$ cat config.mk
export PLATFORM = sky130hd
export DESIGN_NAME = ps2_mouse_packet_rx
export DESIGN_NICKNAME = d
export VERILOG_FILES = /design/src/rtl/ps2_pkg.sv /design/src/rtl/ps2_line_filter.sv /design/src/rtl/ps2_mouse_packet_rx.sv
export SDC_FILE = /design/constraint.sdc
export NUM_CORES = 1
export LEC_CHECK = 0
export CAP_MARGIN = 20
export CORE_UTILIZATION = 57
export DETAILED_ROUTE_END_ITERATION = 8
export GPL_ROUTABILITY_DRIVEN = 1
export PLACE_DENSITY = 0.79
export SYNTH_ARGS = -nofsm -noshare
export SYNTH_HDL_FRONTEND = slang
export SYNTH_SLANG_ARGS = --single-unit
$ cat constraint.sdc
create_clock -name CLK100MHZ -period 2.6 [get_ports CLK100MHZ]
set_input_delay 0.26 -clock CLK100MHZ [delete_from_list [all_inputs] [get_ports CLK100MHZ]]
set_output_delay 0.26 -clock CLK100MHZ [all_outputs]
set_load 0.01 [all_outputs]
$ cat src/rtl/ps2_pkg.sv
// Shared types and constants for the PS/2 mouse packet receiver.
// Frame states, packet byte offsets and status byte bit positions.
`timescale 1ns/1ps
package ps2_pkg;

  typedef enum logic [1:0] {
    FS_IDLE,
    FS_DATA,
    FS_PARITY,
    FS_STOP
  } frame_state_e;

  localparam logic [1:0] BYTE_STATUS = 2'd0;
  localparam logic [1:0] BYTE_X      = 2'd1;
  localparam logic [1:0] BYTE_Y      = 2'd2;

  localparam int BIT_LEFT  = 0;
  localparam int BIT_RIGHT = 1;
  localparam int BIT_MID   = 2;
  localparam int BIT_SYNC  = 3;
  localparam int BIT_XSIGN = 4;
  localparam int BIT_YSIGN = 5;
  localparam int BIT_XOVF  = 6;
  localparam int BIT_YOVF  = 7;

endpackage

$ cat src/rtl/ps2_line_filter.sv
// PS/2 line conditioning: two-flop synchronisers, clock debounce,
// falling-edge strobe of the debounced clock and synced data bit.
`timescale 1ns/1ps
module ps2_line_filter #(
  parameter int FILTER_LEN = 8
) (
  input  logic clk,
  input  logic rst_n,
  input  logic ps2_clk_i,
  input  logic ps2_data_i,
  output logic fall_o,
  output logic data_o
);

  localparam int CW = $clog2(FILTER_LEN + 1);

  logic [1:0]    csync_q, csync_d;
  logic [1:0]    dsync_q, dsync_d;
  logic          filt_q, filt_d;
  logic          fall_q, fall_d;
  logic [CW-1:0] cnt_q, cnt_d;

  // Filtered clock moves only after FILTER_LEN consecutive differing samples
  always_comb begin
    csync_d = {csync_q[0], ps2_clk_i};
    dsync_d = {dsync_q[0], ps2_data_i};
    filt_d  = filt_q;
    fall_d  = 1'b0;
    cnt_d   = '0;
    if (csync_q[1] != filt_q) begin
      if (cnt_q == CW'(FILTER_LEN - 1)) begin
        filt_d = csync_q[1];
        fall_d = filt_q;
      end else begin
        cnt_d = cnt_q + 1'b1;
      end
    end
  end

  // Register stage; lines idle high out of reset
  always_ff @(posedge clk) begin
    if (!rst_n) begin
      csync_q <= 2'b11;
      dsync_q <= 2'b11;
      filt_q  <= 1'b1;
      fall_q  <= 1'b0;
      cnt_q   <= '0;
    end else begin
      csync_q <= csync_d;
      dsync_q <= dsync_d;
      filt_q  <= filt_d;
      fall_q  <= fall_d;
      cnt_q   <= cnt_d;
    end
  end

  assign fall_o = fall_q;
  assign data_o = dsync_q[1];

endmodule

$ cat src/rtl/ps2_mouse_packet_rx.sv
// PS/2 mouse receiver: 11-bit frame FSM, 3-byte packet assembly
// and a mid-frame/mid-packet inactivity timeout.
`timescale 1ns/1ps
module ps2_mouse_packet_rx
  import ps2_pkg::*;
#(
  parameter int FILTER_LEN  = 8,
  parameter int TIMEOUT_CYC = 200000
) (
  input  logic        CLK100MHZ,
  input  logic        CPU_RESETN,
  input  logic        PS2_CLK,
  input  logic        PS2_DATA,
  output logic [23:0] packet,
  output logic        packet_valid,
  output logic        frame_err,
  output logic        timeout_err,
  output logic [1:0]  byte_idx
);

  localparam int TW = $clog2(TIMEOUT_CYC);
  localparam logic [TW-1:0] T_MAX = TW'(TIMEOUT_CYC - 1);

  logic fall;
  logic bit_in;

  frame_state_e  state_q, state_d;
  logic [2:0]    bcnt_q, bcnt_d;
  logic [7:0]    sh_q, sh_d;
  logic          par_ok_q, par_ok_d;
  logic [1:0]    idx_q, idx_d;
  logic [7:0]    b0_q, b0_d;
  logic [7:0]    b1_q, b1_d;
  logic [23:0]   pkt_q, pkt_d;
  logic          pv_q, pv_d;
  logic          fe_q, fe_d;
  logic          te_q, te_d;
  logic [TW-1:0] tmr_q, tmr_d;

  ps2_line_filter #(
    .FILTER_LEN(FILTER_LEN)
  ) u_filt (
    .clk       (CLK100MHZ),
    .rst_n     (CPU_RESETN),
    .ps2_clk_i (PS2_CLK),
    .ps2_data_i(PS2_DATA),
    .fall_o    (fall),
    .data_o    (bit_in)
  );

  // Frame decode on each fall; packet assembly on accepted bytes; timeout
  always_comb begin
    state_d  = state_q;
    bcnt_d   = bcnt_q;
    sh_d     = sh_q;
    par_ok_d = par_ok_q;
    idx_d    = idx_q;
    b0_d     = b0_q;
    b1_d     = b1_q;
    pkt_d    = pkt_q;
    pv_d     = 1'b0;
    fe_d     = 1'b0;
    te_d     = 1'b0;
    tmr_d    = tmr_q;
    if (fall) begin
      tmr_d = '0;
      unique case (state_q)
        FS_IDLE: begin
          if (!bit_in) begin
            state_d = FS_DATA;
            bcnt_d  = 3'd0;
          end else begin
            fe_d = 1'b1;
          end
        end
        FS_DATA: begin
          sh_d   = {bit_in, sh_q[7:1]};
          bcnt_d = bcnt_q + 3'd1;
          if (bcnt_q == 3'd7) state_d = FS_PARITY;
        end
        FS_PARITY: begin
          par_ok_d = ^{sh_q, bit_in};
          state_d  = FS_STOP;
        end
        FS_STOP: begin
          state_d = FS_IDLE;
          if (par_ok_q && bit_in) begin
            unique case (idx_q)
              BYTE_STATUS: begin
                if (sh_q[BIT_SYNC]) begin
                  b0_d  = sh_q;
                  idx_d = BYTE_X;
                end else begin
                  fe_d = 1'b1;
                end
              end
              BYTE_X: begin
                b1_d  = sh_q;
                idx_d = BYTE_Y;
              end
              BYTE_Y: begin
                pkt_d = {sh_q, b1_q, b0_q};
                pv_d  = 1'b1;
                idx_d = BYTE_STATUS;
              end
              default: idx_d = BYTE_STATUS;
            endcase
          end else begin
            fe_d  = 1'b1;
            idx_d = BYTE_STATUS;
          end
        end
        default: state_d = FS_IDLE;
      endcase
    end else if (state_q != FS_IDLE || idx_q != BYTE_STATUS) begin
      if (tmr_q == T_MAX) begin
        te_d    = 1'b1;
        state_d = FS_IDLE;
        idx_d   = BYTE_STATUS;
        tmr_d   = '0;
      end else begin
        tmr_d = tmr_q + 1'b1;
      end
    end
  end

  // State and output registers
  always_ff @(posedge CLK100MHZ) begin
    if (!CPU_RESETN) begin
      state_q  <= FS_IDLE;
      bcnt_q   <= '0;
      sh_q     <= '0;
      par_ok_q <= 1'b0;
      idx_q    <= BYTE_STATUS;
      b0_q     <= '0;
      b1_q     <= '0;
      pkt_q    <= '0;
      pv_q     <= 1'b0;
      fe_q     <= 1'b0;
      te_q     <= 1'b0;
      tmr_q    <= '0;
    end else begin
      state_q  <= state_d;
      bcnt_q   <= bcnt_d;
      sh_q     <= sh_d;
      par_ok_q <= par_ok_d;
      idx_q    <= idx_d;
      b0_q     <= b0_d;
      b1_q     <= b1_d;
      pkt_q    <= pkt_d;
      pv_q     <= pv_d;
      fe_q     <= fe_d;
      te_q     <= te_d;
      tmr_q    <= tmr_d;
    end
  end

  assign packet       = pkt_q;
  assign packet_valid = pv_q;
  assign frame_err    = fe_q;
  assign timeout_err  = te_q;
  assign byte_idx     = idx_q;

endmodule
* Word level (Yosys, flattened, before mapping)
Cells that the tools add are included.
** Storage, ports and cells
- Logic and storage cells :: 83
- Flip-flop bits (word level) :: 87
- Output and inout port bits :: 29
** Cells by class
- Add/subtract/negate cells :: 3
- Reduce and logical (&&, ||, !) cells :: 25
- Eq/ne operators :: 14
- Multiplexer cells :: 21
- Bitwise gates (word level) :: 3
** Operators by type and width (count)
- $reduce_and 4->1 :: 5
- $add 18x1->18 const B :: 1
- $eq 18x18->1 const B :: 1
- $mux 18 :: 1
- $mux 2 :: 9
- $reduce_bool 2->1 :: 5
- $reduce_xor 9->1 :: 1
- $pmux 2 s4 :: 1
- $reduce_and 2->1 :: 4
- $eq 2x2->1 const B :: 3
- $mux 1 :: 6
- $ne 3x3->1 const B :: 2
- $pmux 3 s2 :: 1
- $reduce_and 3->1 :: 2
- $reduce_or 3->1 :: 2
- $reduce_and 5->1 :: 1
- $add 4x1->4 const B :: 1
- $eq 2x1->1 const B :: 2
- $eq 4x3->1 const B :: 1
- $logic_not 2->1 :: 2
- $ne 2x2->1 const B :: 2
- $ne 4x4->1 const B :: 1
- $pmux 2 s2 :: 1
- $add 3x1->3 const B :: 1
- 8 further kinds :: 10

* Longest topological paths before layout
- Word-level depth :: 5
- Gate-level depth with buffers :: 7

* Cells and area by module
Synthesis repeated with hierarchy kept, for this count alone.
** Unflattened totals
- Cells, all modules :: 395
- Area, all modules :: 3482.1 um2
** Modules (own cells, without submodules)
- ps2_mouse_packet_rx :: sequential area each 1541.5 um2, area each 3155.5 um2, cells each 365, times used 1
- ps2_line_filter :: sequential area each 200.2 um2, area each 326.6 um2, cells each 30, times used 1

* Least setup slack after synthesis
No wires, ideal clock.
- Path type :: flip-flop to flip-flop
- Start :: register state_q[0]
- End :: register tmr_q[13]
- Cell stages (with the launch flop) :: 8
- Period minus slack after synthesis :: 1.992 ns
- Arrival time :: 1.922 ns
- Path buffers :: 1
- Data required time :: 2.530 ns
- Path slack :: 0.608 ns
- Setup time :: 0.070 ns
- Cell sequence :: dfxtp_1 inv_1 ha_1 nor3b_4 or3_1 buf_2 or4_1 a21oi_1
** Between the ends
- Word-level cells in the longest chain between the ends :: 2
** Ends and longest elaborated chain
- from (decl) :: RTL line ps2_mouse_packet_rx.sv:27 : frame_state_e state_q, state_d;
- from (signal assigned) :: RTL line ps2_mouse_packet_rx.sv:143 : state_q <= state_d;
- $reduce_bool 2->1 :: RTL line ps2_mouse_packet_rx.sv:115 : end else if (state_q != FS_IDLE || idx_q != BYTE_STATUS) begin
- $logic_or 1x1->1 :: RTL line ps2_mouse_packet_rx.sv:115
- to (signal assigned) :: RTL line ps2_mouse_packet_rx.sv:154 : tmr_q <= tmr_d;
- to (decl) :: RTL line ps2_mouse_packet_rx.sv:38 : logic [TW-1:0] tmr_q, tmr_d;
Every way passes these cells.
A chain may end at the register's enable or synchronous reset.

* Final worst setup path
- Start :: register state_q[0]
- End :: register tmr_q[15]
Same word-level chain as after synthesis.

==> impl_metrics.ini <==
[detailed_routing]
routed_wl_mm = 6.98
vias = 2805
drt_first_pass_iters = 4
drtIter0Drc = 140
avgViaCountPerCell = 5.48
antenna_left = 0
wire_per_inst_um = 13.6
drc = 0

[clock_tree]
clock_latency_ps = 360
cts_tree = built
clockRootBuffer = clkbuf_8
postCtsSetupRepairBufs = 0
htreeDepth = 3
ctsResizeCount = 0
clock_sinks = 87
cts_max_path_buffers = 2
postCtsHoldBufs = 0
cts.clk_slew.worst_paths_ps = 90
cts_inserted_buffers = 9

[grt]
grt_use_met3_pct = 4.51
grt_util_met2_pct = 35.7
grt_antenna_before_repair = 0
grt_use_met1_pct = 29.3
grt-busiest-layer = met2
grt_usage_pct = 22.4
grt_pass1_wl_mm = 11.5
grt_pass1_vias = 2510
grt_overflow = 0
grt_max_degree = 69

[sta]
timing_hold_violations_final = 0
max_freq_ghz = 0.465
skew_ps = 12.6
timing.hold.ws_ps = 416
setup_viol = 0
drv_slew = 0
worst-slew-pin-transition_ps = 629
rsz0062_at_grt = no
max_slew_margin_pct = 57.7
period_share_pct = 82.7
final.setup.tns_ps = 0
min_period_ps = 2150

[power]
leakage_uw = 0.00144
powerDensity_mw_per_mm2 = 529
vdd_drop_max_mv = 0.329

[flow_run]
maxCapViolCount = 0

[critical_path]
cp-start-kind = flip-flop
crit_required_ps = 2890
path_max_fanout = 10
slowest_delay_ps = 520
crit_path_end_kind = flip-flop
crit_slowest_cell = or3_1
worstPathCellList = inv_1, ha_1, nor3b_4, or3_1, or4_1, a21oi_1
crit_buf_inv = 1
critPathKind = flip-flop to flip-flop
cpLargestDelayFamily = simple AND/OR/NAND/NOR gates
crit-reg2reg-launch = state_q[0]$_SDFFE_PN0P_
startpoint = state_q[0]$_SDFFE_PN0P_
worstPathArrival_ps = 2440

[layout]
fin_nets = 443
final_cell_mix = 87 x dfxtp_1, 74 x nand2_1, 35 x a21boi_0
drive_gt1_share_pct = 6.44
diodes = 0
syn2layout_area_growth_pct = 14.3
layout_commonest_cell = dfxtp_1

[floorplanning]
die_y_um = 82.7
core_mm2 = 0.00631
rows = 29
dieArea_mm2 = 0.00684
die_width_um = 82.7
io_pins = 33
start_util_pct = 58.8

[synth]
syn-instance-count = 404
ys.warnings.count = 0
synth_area_mm2 = 0.00371
synth-edff-count = 0
ys_ff_latch = 87
yosysUniqueCellTypes = 44
synth_seq_area_share_pct = 46.9
ys.flop_type = dfxtp_1
synth_area_per_cell_um2 = 9.20
synth.net_count = 417
async_flop_share_pct = 0

[place]
port_buffers = 32
post-dp-hpwl_mm = 4.60
gp_congestion = 0.894

[status]
status = finished clean

[hold_path]
hp-class = flip-flop to flip-flop
hp-start = u_filt.csync_q[0]$_SDFF_PN1_
final cells by class:
type,instances,area (um^2)
fillers,540,2070
multi-input cells,287,1840
flip-flops and latches,87,1740
repair buffers,38,360
clock buffers,10,128
well taps,77,96.3
clock inverters,6,53.8
inverters,7,26.3
kinds of logic after synthesis:
logic type,Yosys count,synth area share (%)
compound gates,70,13.1
xor+xnor,18,4.61
fa+ha+maj,9,3.03
buf+inv,30,3.57
flops,87,46.9
mux,17,4.58
simple gates,173,24.2
worst paths after layout:
path	endpoint	slack, ps	cells past startpoint
worst min-delay path	u_filt.csync_q[1]$_SDFF_PN1_	420	1
worst min register to register	u_filt.csync_q[1]$_SDFF_PN1_	420	1
worst max register to register	tmr_q[15]$_SDFFE_PP0N_	450	6
worst max-delay path	tmr_q[15]$_SDFFE_PP0N_	450	6
per-stage QoR:
step                      area, um^2  utilization, %  setup WS (ps)  cells  total power, uW
after floorplan                 3710               -            608    404             1400
after detailed placement        4070            64.4            460    496             1410
after global routing            4250            67.3            279    512             2330
after global placement          4070            64.4            528    496             1410
final                           4250            67.3            449    512             2250
after CTS                       4250            67.3            455    512             2270
power breakdown:
group | switching, uW | internal [uW]
sequential | 2.68 | 1330
combinational | 20.5 | 19.8
clock | 504 | 364
total | 527 | 1720
Yosys cell counts, types with 2 or more instances:
cell type | number | area, um^2
dfxtp_1 | 87 | 1740
nand2_1 | 74 | 278
a21boi_0 | 35 | 263
nor2b_1 | 20 | 125
nand3_1 | 18 | 90.1
mux2i_1 | 17 | 170
clkbuf_1 | 16 | 60.1
nor2_1 | 13 | 48.8
a21oi_1 | 12 | 60.1
ha_1 | 9 | 113
xnor2_1 | 9 | 78.8
xor2_1 | 8 | 70.1
inv_1 | 7 | 26.3
o21ai_0 | 6 | 30.0
o31ai_1 | 6 | 45.0
or4_1 | 6 | 45.0
nand2b_1 | 5 | 31.3
nor3_1 | 5 | 25.0
or3_1 | 5 | 31.3
buf_2 | 4 | 20.0
a22oi_1 | 3 | 22.5
and3_1 | 3 | 18.8
nand3b_1 | 3 | 22.5
nand4_1 | 3 | 18.8
nor4_1 | 3 | 18.8
o21a_1 | 3 | 22.5
and2_1 | 2 | 12.5
and4_1 | 2 | 17.5
buf_4 | 2 | 15.0
nor4b_1 | 2 | 17.5
nor4bb_1 | 2 | 20.0
o311ai_0 | 2 | 17.5
registers in the layout (all words and copies together), names as in the netlist, 2 cells and up:
signal	cells
b0_q	8
byte_idx	2
sh_q	8
u_filt.dsync_q	2
b1_q	8
bcnt_q	3
u_filt.csync_q	2
u_filt.cnt_q	4
state_q	2
packet	24
tmr_q	18
per-layer routing:
layer,vias to the layer above,share of wire (%)
li1,1437,-
met1,1321,49
met2,35,47
met3,12,2.3
met4,0,1.8
met5,-,0
Note: power is estimated with default switching activity, not from simulation.
